## config.mk

```make
export PLATFORM = sky130hd
export DESIGN_NAME = instr_fetch_unit
export DESIGN_NICKNAME = d
export VERILOG_FILES = /design/src/rtl/instr_fetch_unit.sv
export SDC_FILE = /design/constraint.sdc
export NUM_CORES = 1
export LEC_CHECK = 0
export CAP_MARGIN = 10
export CORE_UTILIZATION = 30
export CTS_CLUSTER_SIZE = 25
export DETAILED_ROUTE_END_ITERATION = 8
export MAX_ROUTING_LAYER = met4
export PLACE_DENSITY = 0.52
export SLEW_MARGIN = 20
export SYNTH_ARGS = -nofsm -noshare
export SYNTH_HDL_FRONTEND = slang
export SYNTH_SLANG_ARGS = --single-unit
```

## constraint.sdc

```tcl
create_clock -name clk -period 3.1 [get_ports clk]
set_clock_uncertainty 0.15 [all_clocks]
set_input_delay 0.31 -clock clk [delete_from_list [all_inputs] [get_ports clk]]
set_output_delay 0.31 -clock clk [all_outputs]
set_load 0.01 [all_outputs]
```

## src/rtl/instr_fetch_unit.sv

```systemverilog
// ============================================================================
// instr_fetch_unit
// ----------------------------------------------------------------------------
// Fetch stage of the RV32I core. Owns the program counter (PCF), which
// addresses the combinational instruction memory, and captures the returned
// word into the IF/ID pipeline register together with its PC and PC+4.
// Decode can stall the stage and execute can redirect it (branch/jump).
// A retired-fetch counter records how many valid instructions were delivered.
//
// Optional feature (compile-time macro FETCH_MISALIGN_TRAP_EN):
//   defined   - a redirect to a target with bits [1:0] != 0 is not taken;
//               FetchFault is set (sticky until reset) and the stage halts.
//   undefined - redirect target bits [1:0] are silently cleared, FetchFault
//               is tied low and the HALT state is unreachable.
//
// Parameters:
//   RESET_PC        PC value loaded on reset
//   NOP_INSTR       instruction shown on InstrD while the slot is invalid
//
// Ports:
//   clk             system clock, all state updates on rising edge
//   reset           synchronous, active-high reset
//   Stall           hold PC and IF/ID register this cycle
//   Redirect        load RedirectTarget into PC and flush IF/ID
//   RedirectTarget  new fetch address from execute
//   PCF             current fetch address (instruction memory A)
//   InstrF          instruction word from memory (RD), combinational from PCF
//   InstrD          registered instruction to decode
//   PCD             registered PC of InstrD
//   PCPlus4D        registered PCD + 4
//   ValidD          InstrD holds a real fetched instruction
//   FetchCount      number of instructions delivered with ValidD = 1
//   FetchFault      misaligned redirect detected (optional feature only)
// ============================================================================
module instr_fetch_unit #(
    parameter logic [31:0] RESET_PC  = 32'h0000_0000,
    parameter logic [31:0] NOP_INSTR = 32'h0000_0013
) (
    input  logic        clk,
    input  logic        reset,
    input  logic        Stall,
    input  logic        Redirect,
    input  logic [31:0] RedirectTarget,
    output logic [31:0] PCF,
    input  logic [31:0] InstrF,
    output logic [31:0] InstrD,
    output logic [31:0] PCD,
    output logic [31:0] PCPlus4D,
    output logic        ValidD,
    output logic [31:0] FetchCount,
    output logic        FetchFault
);

    typedef enum logic [1:0] {
        WARM = 2'b00,   // first cycle after reset, no fetch captured yet
        RUN  = 2'b01,   // normal fetch
        HALT = 2'b10    // frozen after a misaligned redirect (optional feature)
    } state_t;

    state_t state;

    // Word-aligned redirect target: the low two bits are always dropped.
    logic [31:0] redirect_pc;
    assign redirect_pc = RedirectTarget & ~32'h0000_0003;

    // Sequential increment of the fetch address; wraps modulo 2^32 silently.
    logic [31:0] pc_plus4;
    assign pc_plus4 = PCF + 32'd4;

    // A redirect is honoured in WARM and RUN; HALT ignores everything.
    logic redirect_ok;
    assign redirect_ok = Redirect && (state != HALT);

`ifdef FETCH_MISALIGN_TRAP_EN
    logic misaligned;
    assign misaligned = (RedirectTarget[1:0] != 2'b00);

    logic fault_q;
    assign FetchFault = fault_q;
`else
    assign FetchFault = 1'b0;
`endif

    // ------------------------------------------------------------------------
    // Single state/datapath register block. Priority per cycle:
    //   reset > Redirect > Stall > advance
    // PCF is only ever assigned here, so it has no combinational path from
    // any input.
    // ------------------------------------------------------------------------
    // NOTE: all state below uses non-blocking assignments so every register
    // samples the pre-edge values of the others (PCD <= PCF, PCF <= PCF+4).
    always_ff @(posedge clk) begin
        if (reset) begin
            state      <= WARM;
            PCF        <= RESET_PC;
            InstrD     <= NOP_INSTR;
            PCD        <= 32'h0000_0000;
            PCPlus4D   <= 32'h0000_0000;
            ValidD     <= 1'b0;
            FetchCount <= 32'h0000_0000;
`ifdef FETCH_MISALIGN_TRAP_EN
            fault_q    <= 1'b0;
`endif
        end else begin
            case (state)
                WARM, RUN: begin
                    if (redirect_ok) begin
`ifdef FETCH_MISALIGN_TRAP_EN
                        if (misaligned) begin
                            // Trap: keep PCF where it was, flush the slot
                            // and freeze the stage until reset.
                            fault_q <= 1'b1;
                            InstrD  <= NOP_INSTR;
                            ValidD  <= 1'b0;
                            state   <= HALT;
                        end else begin
                            PCF    <= redirect_pc;
                            InstrD <= NOP_INSTR;
                            ValidD <= 1'b0;
                            state  <= RUN;
                        end
`else
                        // Redirect beats Stall; PCD/PCPlus4D keep their
                        // values since the slot is marked invalid anyway.
                        PCF    <= redirect_pc;
                        InstrD <= NOP_INSTR;
                        ValidD <= 1'b0;
                        state  <= RUN;
`endif
                    end else if (Stall) begin
                        // Hold everything, including the WARM state.
                        state <= state;
                    end else if (state == WARM) begin
                        // Warm-up cycle: PCF held, nothing captured yet.
                        state <= RUN;
                    end else begin
                        InstrD     <= InstrF;
                        PCD        <= PCF;
                        PCPlus4D   <= pc_plus4;
                        ValidD     <= 1'b1;
                        PCF        <= pc_plus4;
                        FetchCount <= FetchCount + 32'd1;
                    end
                end

                HALT: begin
                    // Only reset leaves HALT; the slot stays invalid.
                    ValidD <= 1'b0;
                    InstrD <= NOP_INSTR;
                end

                default: begin
                    state <= WARM;
                end
            endcase
        end
    end

endmodule

```

# ---- Word level (Yosys, flattened, before mapping)
# Cells that the tools add are included.
dict set report totals {
  elab_cells 44
  out_inout_bits 162
  register_bits 163
  inputBits 68
}
dict set report classes {
  bitwise 4
  mux 15
  add_sub_neg 2
  reduce_logical 8
  eq_ne 8
}
# cell count
set ops {}
lappend ops {{32-bit 2-to-1 mux} 6}
lappend ops {{32-bit case mux with 2 select lines} 1}
lappend ops {{32-bit by 1-bit adder with 32-bit output (second input constant)} 1}
lappend ops {{32-bit by 3-bit adder with 32-bit output (second input constant)} 1}
lappend ops {{3-bit != test (second input constant)} 3}
lappend ops {{3-bit AND reduction} 3}
lappend ops {{2-bit 2-to-1 mux} 3}
lappend ops {{2-bit != test (second input constant)} 2}
lappend ops {{1-bit inverter} 4}
lappend ops {{2-bit case mux with 2 select lines} 1}
lappend ops {{4-bit AND reduction} 1}
lappend ops {{1-bit 2-to-1 mux} 3}
lappend ops {{2-bit by 1-bit == test with 1-bit output (second input constant)} 1}
lappend ops {{2-bit == test (second input constant)} 1}
lappend ops {{2-bit zero test} 1}
lappend ops {{2-bit by 1-bit != test with 1-bit output (second input constant)} 1}
lappend ops {{1-bit case mux with 2 select lines} 1}
lappend ops {{2-bit nonzero test} 1}
lappend ops {{2-bit OR reduction} 1}
lappend ops {{1-bit logical AND} 1}

# ---- Logic depth before layout (Yosys ltp)
# Gate-level depths: netlist (run 1).
dict set report logic_depth {
  ltp_word 5
  mapped_depth 7
  depth_no_buf 5
}

# ---- Worst setup path before layout (run 1)
# Ideal clock, no wire load.
dict set report synth_path {
  path_type {register to register}
  start {register PCF[2]}
  end {register PCF[24]}
  arrival_time_ps 2219
  t_required_ps 2859
  n_path_buf 2
  path_stages_with_launch 8
  setup_slack_ps 640
  setup_time_ps 91
  period_less_slack_ps 2460
  path_cell_list {dfxtp_1 -> ha_1 -> nand3_1 -> or4_1 -> clkbuf_1 -> buf_2 -> or3_1 -> a311oi_1}
}
dict set report synth_between {
  elab_chain_cells 4
}
# element line_no
set synth_rtl {}
lappend synth_rtl {{from (decl)} 44} ;# output logic [31:0] PCF,
lappend synth_rtl {{from (signal assigned)} 125} ;# PCF <= redirect_pc;
lappend synth_rtl {{from (signal assigned)} 141} ;# PCF <= pc_plus4;
lappend synth_rtl {{32-bit by 3-bit adder with 32-bit output} 68} ;# assign pc_plus4 = PCF + 32'd4;
lappend synth_rtl {{32-bit 2-to-1 mux} 133} ;# end else if (state == WARM) begin
lappend synth_rtl {{32-bit 2-to-1 mux} 130} ;# end else if (Stall) begin
lappend synth_rtl {{32-bit 2-to-1 mux} 107} ;# if (redirect_ok) begin
# No other way between the ends. The select of a mux whose other input is x is not followed.
# A chain may end at the register's enable or synchronous reset.

# ---- Worst setup path after layout (run 1)
dict set report layout_path {
  start {register PCF[18]}
  end {register PCF[28]}
}
# Same word-level chain as after synthesis.

==> impl_metrics.csv, run 1 <==
group,metric,value,unit
setup_path,path_class,"flip-flop to flip-flop",
global_routing,grtUsageTotal,19.8,%
setup_path,r2r_slack,520,ps
placement,detailed_place_hpwl,16000,um
logic_synthesis,synth-simple-area-share,26.7,%
setup_path,max_stage_delay,800,ps
sta,hold_viol_final,0,
layout,fillers,2357,
sta,drv_slew,0,
global_routing,grt_antenna_before_repair,2,
logic_synthesis,synth_top_family_by_area,"simple AND/OR/NAND/NOR gates",
cts,cts_tree,"done",
layout,syn_to_final_growth,42.6,%
logic_synthesis,synth_seq_cells,156,
cts,post_cts_resized,0,
logic_synthesis,syn_inst,867,
cts,ctsHtreeMaxLevel,4,
cts,clockRootBuffer,"clkbuf_16",
power,pwr_density_cell,468,nW/um^2
detailed_routing,wl_met2,10400,um
setup_path,cp-end-kind,"flip-flop",
global_routing,grt_pass1_vias,6330,
layout,final_core_util,43.9,%
logic_synthesis,synth-compound-area-share,18.1,%
sta,fin_setup_tns,0,ps
floorplanning,dieHeight,155,um
detailed_routing,wl,23100,um
setup_path,critical_path.cell_chain,"nand2_1, or4_1, or4_1, a311oi_1",
placement,port_buffers,220,
sta,clock.fmax,387,MHz
detailed_routing,drt_first_iter_violations,403,
worst_hold_path,hold_path_class,"input pin to flip-flop",
logic_synthesis,synth_area_per_cell,8.11,um^2
logic_synthesis,synth_flop_cell,"dfxtp_1",
setup_path,worstPathRequired,3290,ps
setup_path,critPathSlowestCell,"or4_1",
layout,final_common_cell,"clkdlybuf4s50_1",
cts,cts_setup_buffers,0,
logic_synthesis,ys_seq_area_share,44.4,%
layout,finalInstanceArea,10000,um^2
setup_path,rr_endpoint,"PCF[28]",
cts,cts_made_buffers,17,
worst_hold_path,hold_start,"reset",
cts,holdBufCountCts,0,
flow_run,max_cap_viol_count,0,
power,p_leak,3.15,nW
logic_synthesis,netlist_area,7030,um^2
sta,finalCriticalPeriod,2580,ps
power,peakVddDrop,0.000311,V
setup_path,cp_top_family,"simple AND/OR/NAND/NOR gates",
floorplanning,core_region_area,22800,um^2
cts,cts_num_sinks,156,
cts,cts.path.max_buffers,2,
floorplanning,ioPinCount,230,
worst_hold_path,holdPathEnd,"PCPlus4D[28]",
run_status,status,"completed",
detailed_routing,vias,6882,
logic_synthesis,synth_cell_types,44,
cts,clk_pin_slew,70,ps
detailed_routing,via_per_inst,4.99,
setup_path,cp_common_cell,"or4_1",
setup_path,cp_num_buf_inv,0,
sta,hold_ws,81.8,ps
layout,drive_gt1_share,7.06,%
detailed_routing,drc,0,
global_routing,grt_max_degree,87,
global_routing,grt_pass1_wl,36200,um
setup_path,crit_fanout,16,
logic_synthesis,synthXorXnorAreaFrac,3.98,%
logic_synthesis,synthMuxAreaShare,0.160,%
cts,clock_latency,430,ps
detailed_routing,ant_nets,0,
logic_synthesis,synth_async_sr_flop_share,0,%
setup_path,startpoint_type,"flip-flop",
logic_synthesis,yosysWarnings,0,
placement,dpl_cell_area,9470,um^2
sta,rsz0062_at_grt,"no",
setup_path,r2r_start,"PCF[18]",
detailed_routing,dr.pass1.iters,5,
sta,period_share,83.3,%
layout,nNetsFinal,1120,
detailed_routing,top_layer,"met4",
logic_synthesis,synthAdderAreaFrac,0.356,%
floorplanning,dieArea,24100,um^2
sta,setup_viol,0,
sta,tightest_slew,744,ps
detailed_routing,wl_per_cell,16.7,um
layout,layout_common_cells,"clkdlybuf4s50_1 (219), nand2_1 (158), dfxtp_1 (156)",
sta,slew_headroom,50.3,%
global_routing,grt_overflow,0,
setup_path,worstPathArrival,2770,ps
placement,place.gp.congestion,0.745,
detailed_routing,wl_met1,11000,um
worst_hold_path,hold_depth,2,
logic_synthesis,synth_edf_count,0,
setup_path,r2r_cells,4,
floorplanning,chipWidth,155,um
floorplanning,rows,55,
detailed_routing,wl_met3,1380,um
floorplanning,start_util,30.8,%
flip-flops by register name (all words and copies together) (netlist names):
signal      count
FetchCount     32
ValidD          1
PCF            30
InstrD         32
PCD            30
state           1
PCPlus4D       30
Yosys cell counts (16+ instances only):
cell	instances	area (um^2)
a211oi_1	23	173
a21oi_1	86	430
a311oi_1	32	280
buf_2	16	80.1
clkbuf_1	53	199
dfxtp_1	156	3120
nand2_1	158	593
nand3_1	21	105
nand4_1	16	100
nor2_1	73	274
o21ai_0	21	105
o31ai_1	33	248
or3_1	22	138
or4_1	37	278
xnor2_1	22	193
worst max-delay path by stage:
stage / depth (start not counted) / slack [ps] / endpoint / from
6_report: 4 / 520 / PCF[28] / PCF[18]
4_1_cts: 4 / 510 / PCF[28] / PCF[18]
3_5_place_dp: 5 / 310 / FetchCount[31] / Stall
5_1_grt: 4 / 380 / PCF[28] / PCF[18]
3_3_place_gp: 5 / 310 / FetchCount[31] / Stall
2_1_floorplan: 7 / 640 / PCF[24] / PCF[2]
per-stage QoR:
stage / cells / total power [mW] / worst slack [ps]
final: 1378 / 4.69 / 517
after global routing: 1378 / 4.89 / 375
after CTS: 1376 / 4.76 / 515
after detailed placement: 1344 / 2.73 / 308
after global placement: 1344 / 2.73 / 315
after floorplan: 873 / 2.42 / 640
final cells by class:
cell class	count	area [um^2]	area share (%)
diodes	2	5.00	0.0499
clock buffers	17	425	4.24
clock inverters	15	128	1.27
inverters	9	33.8	0.337
multi-input cells	619	3510	35.0
flip-flops and latches	156	3120	31.1
well taps	313	392	3.90
repair buffers	247	2410	24.1
layer usage:
metal	up-vias	track usage [%]
met1	3218	26.0
li1	3476	-
met3	20	5.74
met4	0	5.33
met5	-	-
met2	168	29.5
power by group:
| part | internal [mW] | switching, mW | leakage (nW) |
|---|---|---|---|
| combinational | 0.273 | 0.266 | 1.61 |
| clock | 1.05 | 0.955 | 0.267 |
| sequential | 2.07 | 0.0718 | 1.27 |
cell families after synthesis:
family,after synthesis
compound gates,199
simple gates,378
other cells,1
xor+xnor,32
buf+inv,98
flops,156
fa+ha+maj,2
mux,1
Note: power is estimated with default switching activity, not from simulation.
==> run 2: changes to the inputs <==
--- a/config.mk
+++ b/config.mk
@@ -10,7 +10,7 @@
 export CTS_CLUSTER_SIZE = 25
 export DETAILED_ROUTE_END_ITERATION = 8
 export MAX_ROUTING_LAYER = met4
-export PLACE_DENSITY = 0.52
+export PLACE_DENSITY = 0.54
 export SLEW_MARGIN = 20
 export SYNTH_ARGS = -nofsm -noshare
 export SYNTH_HDL_FRONTEND = slang
==> constraint.sdc (replaced) <==
create_clock -name clk -period 2.3 [get_ports clk]
set_clock_uncertainty 0.15 [all_clocks]
set_input_delay 0.23 -clock clk [delete_from_list [all_inputs] [get_ports clk]]
set_output_delay 0.23 -clock clk [all_outputs]
set_load 0.01 [all_outputs]
==> run 2 against run 1 <==
Compared with the run above:
- register-to-register slack worse by 460 ps
- worst setup slack worse by 460 ps
- combinational power up 51%
- sequential share of layout area down 1.7 points
- hold slack better by 120 ps
- critical path depth up 1
- die area unchanged
- sequential power up 34%
- highest routed layer unchanged
- utilization up 2.7 points
- design area up 6.2%
==> impl_metrics.csv, run 2 (synthesized netlist as in run 1, its figures left out) <==
group,metric,value,unit
run_status,status,"completed",
floorplanning,chipWidth,155,um
global_routing,grt_pass1_vias,6608,
layout,final_common_cell,"clkdlybuf4s50_1",
power,peakVddDrop,0.000417,V
layout,layoutNonFillerInstCount,1443,
floorplanning,dieHeight,155,um
global_routing,grt_antenna_before_repair,0,
power,p_leak,3.50,nW
cts,clockRootBuffer,"clkbuf_16",
layout,syn_to_final_growth,51.4,%
setup_path,cp-end-kind,"flip-flop",
detailed_routing,ant_nets,0,
power,pwr-share-comb,12.6,%
global_routing,grt_overflow,0,
layout,finalInstanceArea,10600,um^2
placement,port_buffers,220,
setup_path,startpoint_type,"flip-flop",
sta,setup_viol,0,
placement,detailed_place_hpwl,16900,um
layout,diodes,0,
layout,layout_common_cells,"clkdlybuf4s50_1 (219), nand2_1 (158), dfxtp_1 (147)",
global_routing,grt_pass1_wl,36900,um
sta,hold_viol_final,0,
floorplanning,rows,55,
layout,multiInputGateArea,3560,um^2
layout,nNetsFinal,1187,
setup_path,path_class,"flip-flop to flip-flop",
layout,reg_top3,"FetchCount: 32 flops, InstrD: 32 flops",
detailed_routing,drc,0,
cts,clock_latency,430,ps
sta,fin_setup_tns,0,ps
layout,final_core_util,46.6,%
setup_path,worstPathArrival,2420,ps
detailed_routing,wl,24000,um
worst_hold_path,hold_depth,3,
setup_path,r2r_cells,5,
floorplanning,dieArea,24100,um^2
global_routing,grtUsageTotal,20.1,%
detailed_routing,dr.pass1.iters,5,
detailed_routing,drt_first_iter_violations,343,
cts,clk_pin_slew,70,ps
worst_hold_path,hold_path_class,"input pin to flip-flop",
placement,placed_cells,1409,
floorplanning,ioPinCount,230,
power,p_seq_share,44.3,%
cts,cts_made_buffers,17,
power,intPower,4.75,mW
detailed_routing,vias,7210,
cts,cts_num_sinks,156,
power,clockPowerShare,43.2,%
setup_path,crit_fanout,12,
setup_path,worstPathRequired,2480,ps
floorplanning,core_region_area,22800,um^2
layout,drive_gt1_share,13.9,%
sta,finalCriticalPeriod,2240,ps
power,swShare,26.7,%
sta,tightest_slew,576,ps
power,pwr_density_cell,609,nW/um^2
sta,clock.fmax,447,MHz
placement,place.gp.congestion,0.792,
flow_run,max_cap_viol_count,0,
layout,ff_latch_area,3140,um^2
detailed_routing,via_per_inst,5.00,
global_routing,grt_max_degree,50,
placement,dpl_cell_area,10000,um^2
cts,ctsHtreeMaxLevel,4,
sta,drv_slew,0,
layout,fillers,2312,
detailed_routing,wl_per_cell,16.6,um
cts,cts_tree,"done",
sta,slew_headroom,61.6,%
power,switchingPower,1.73,mW
cts,cts_setup_buffers,0,
sta,period_share,97.4,%
cts,cts.path.max_buffers,2,
floorplanning,start_util,30.8,%
[run 2: repair_timing]
action                                  CTS  global route
gates cloned                              0             1
hold endpoints to repair                  2             0
hold buffers                              1             0
endpoints found under the setup margin    4            17
pin swaps                                 0             3
gates resized for setup                   2            13
[run 2: final timing paths]
path              start          to  slack (ps)
max              PCF[9]     PCF[22]          60
min           InstrF[5]   InstrD[5]         200
max reg2reg      PCF[9]     PCF[22]          60
min reg2reg  InstrD[16]  InstrD[16]         300
[run 2: metal layers]
layer	global-route usage, %	up-vias	share of wire [%]	wire length (um)
li1	-	3602	-	-
met1	26.2	3381	47	11300
met2	31.0	212	46	11000
met3	5.10	15	6.3	1500
met4	5.04	0	0.76	183
met5	-	-	0	0
[run 2: per-stage QoR]
step / hold WS, ps / total power, mW / worst slack [ps]
2_1_floorplan: 172 / 3.27 / 6.89
3_3_place_gp: 290 / 3.74 / -249
3_5_place_dp: 296 / 3.74 / -266
4_1_cts: 174 / 6.56 / 5.74
5_1_grt: 188 / 6.74 / -6.20
6_report: 198 / 6.48 / 60.7
[run 2: worst max-delay path: stages, from the launching register on]
cell and delay [ps]:
dfxtp_2 400, nand4_2 140, buf_4 190, or4_4 600, or4_1 420, a311oi_1 250
[run 2: cell type report]
class / instances / area share (%)
multi-input combinational: 620 / 33.4
clock inverter: 14 / 1.25
clock buffer: 18 / 4.12
sequential: 156 / 29.5
inverter: 9 / 0.317
timing repair buffer: 313 / 27.7
tap: 313 / 3.68
[run 2: power groups by stage]
stage               Sequential (mW)  Clock, mW  Combinational, mW
floorplan                      2.95          0              0.317
global placement               2.92          0              0.815
detailed placement             2.93          0              0.813
CTS                            2.87       2.87              0.819
global route                   2.88       2.99              0.877
finish                         2.87       2.80              0.814
==> run 3: changes to the inputs <==
--- a/config.mk
+++ b/config.mk
@@ -6,11 +6,13 @@
 export NUM_CORES = 1
 export LEC_CHECK = 0
 export CAP_MARGIN = 10
+export CORE_MARGIN = 3
 export CORE_UTILIZATION = 30
 export CTS_CLUSTER_SIZE = 25
 export DETAILED_ROUTE_END_ITERATION = 8
 export MAX_ROUTING_LAYER = met4
 export PLACE_DENSITY = 0.54
+export SETUP_SLACK_MARGIN = 0.05
 export SLEW_MARGIN = 20
 export SYNTH_ARGS = -nofsm -noshare
 export SYNTH_HDL_FRONTEND = slang
==> run 3 against run 2 <==
Compared with the run above:
- sequential share of layout area shrank 0.30 points
- critical path type unchanged
- via count is essentially flat
- critical path depth is the same
- clock-buffer cell count shrank 1
- routed wire length grew 2.0%
- hold slack lost 74 ps
- design area grew 1.3%
- critical endpoint is now PCPlus4D[29]
- highest routed layer unchanged
- flip-flop and latch count is the same
- die area grew 5.2%
- utilization grew 0.60 points
- fmax grew 2.3%
==> impl_metrics.csv, run 3 (synthesized netlist as in run 1, its figures left out) <==
group,metric,value,unit
placement,detailed_place_hpwl,17400,um
global_routing,grtUsageTotal,19.0,%
power,swShare,26.6,%
cts,clock_latency,430,ps
power,switchingPower,1.76,mW
layout,reg_top3,"FetchCount: 32 flops, InstrD: 32 flops",
global_routing,grt_antenna_before_repair,1,
floorplanning,dieArea,25300,um^2
sta,clock.fmax,457,MHz
cts,cts.path.max_buffers,2,
setup_path,max_stage_delay,560,ps
layout,drive_gt1_share,14.9,%
power,report.power.total,6.61,mW
setup_path,startpoint_type,"flip-flop",
floorplanning,core_region_area,22800,um^2
floorplanning,chipWidth,159,um
detailed_routing,drt_first_iter_violations,424,
global_routing,grt_max_degree,60,
setup_path,path_class,"flip-flop to flip-flop",
setup_path,critPathSlowestCell,"or4_1",
sta,setup_viol,0,
global_routing,grt_overflow,0,
detailed_routing,ant_nets,0,
power,p_seq_share,43.5,%
detailed_routing,drc,0,
detailed_routing,vias,7206,
sta,tightest_slew,527,ps
setup_path,cp_top_family,"simple AND/OR/NAND/NOR gates",
cts,holdBufCountCts,0,
sta,period_share,95.2,%
run_status,status,"completed",
sta,rsz0062_at_grt,"yes",
detailed_routing,wl_per_cell,16.9,um
cts,cts_num_sinks,156,
detailed_routing,wl,24500,um
setup_path,crit_fanout,8,
power,peakVddDrop,0.000425,V
sta,slew_headroom,64.6,%
power,pwr-share-comb,12.3,%
cts,cts_made_buffers,17,
flow_run,max_cap_viol_count,0,
layout,syn_to_final_growth,53.3,%
placement,place.gp.congestion,0.801,
floorplanning,ioPinCount,230,
global_routing,grt_pass1_wl,37800,um
power,p_leak,3.54,nW
setup_path,cp-end-kind,"flip-flop",
layout,layout_common_cells,"clkdlybuf4s50_1 (219), nand2_1 (158), dfxtp_1 (143)",
setup_path,worstPathArrival,2370,ps
detailed_routing,dr.pass1.iters,4,
setup_path,worstPathRequired,2480,ps
sta,fin_setup_tns,0,ps
power,clockPowerShare,44.2,%
floorplanning,rows,55,
layout,fillers,2272,
sta,setup_slack,110,ps
setup_path,critical_path.cell_chain,"buf_4, and4_1, nand4_1, or4_1, a311oi_1",
power,intPower,4.85,mW
floorplanning,dieHeight,159,um
cts,cts_tree,"done",
floorplanning,start_util,30.8,%
sta,drv_slew,0,
power,pwr_density_cell,613,nW/um^2
detailed_routing,via_per_inst,4.97,
layout,nNetsFinal,1192,
layout,final_common_cell,"clkdlybuf4s50_1",
placement,pre_cts_slack,-312,ps
sta,finalCriticalPeriod,2190,ps
cts,clk_pin_slew,70,ps
setup_path,cp_num_buf_inv,1,
cts,ctsHtreeMaxLevel,4,
placement,port_buffers,220,
cts,clockRootBuffer,"clkbuf_16",
sta,hold_viol_final,0,
worst_hold_path,hold_path_class,"input pin to flip-flop",
global_routing,grt_pass1_vias,6793,
[run 3: cell count changes in the layout (fill, tap and decap cells not counted), moves of 3 or more]
cell	delta
dfxtp_2	+3
dfxtp_1	-4
inv_8	+3
clkinv_4	-4
clkinvlp_4	+3
[run 3: metal layers]
layer | global-route usage [%] | part of all wire (%)
met1 | 24.4 | 47
met2 | 29.4 | 46
met3 | 5.31 | 5.8
met4 | 5.13 | 1.4
met5 | - | 0
[run 3: what timing repair did]
| item | CTS | global route |
|---|---|---|
| gates resized for setup | 4 | 18 |
| buffers inserted | 1 | 4 |
| endpoints found under the hold margin | 0 | 0 |
| pin swaps | 0 | 14 |
| cloned | 0 | 1 |
| setup endpoints to repair | 13 | 27 |
[run 3: final cells by class]
cell class              instances  area [um^2]  area share [%]
well taps                     313          392            3.63
multi-input cells             620         3600            33.4
repair buffers                318         3010            27.9
clock inverters                15          174            1.61
diodes                          1         2.50          0.0232
flip-flops and latches        156         3150            29.2
inverters                       9         33.8           0.313
clock buffers                  17          425            3.94
[run 3: worst register-to-register path: stages (launching register included)]
cell and delay, ps:
dfxtp_1 340, buf_4 180, and4_1 370, nand4_1 220, or4_1 560, a311oi_1 290
[run 3: worst paths after layout]
path,from,end,slack (ps),cells past startpoint
worst max-delay path,PCF[22],PCPlus4D[29],110,5
worst min register to register,InstrD[29],InstrD[29],300,2
worst min-delay path,reset,PCPlus4D[2],120,3
worst max register to register,PCF[22],PCPlus4D[29],110,5
[run 3: power by group through the flow]
stage / combinational, mW / sequential, mW / clock (mW)
final: 0.814 / 2.88 / 2.92
after global routing: 0.881 / 2.89 / 3.09
after CTS: 0.818 / 2.87 / 3.00
after detailed placement: 0.813 / 2.94 / 0
after global placement: 0.814 / 2.93 / 0
after floorplan: 0.329 / 2.95 / 0
[run 3: stage by stage]
stage,hold WS [ps],util (%),std cells,instance area (um^2)
6_report,124,47.2,1449,10800
5_1_grt,135,47.2,1449,10800
4_1_cts,119,46.8,1443,10700
3_5_place_dp,296,44.0,1410,10100
3_3_place_gp,291,44.0,1410,10100
2_1_floorplan,172,-,873,7140
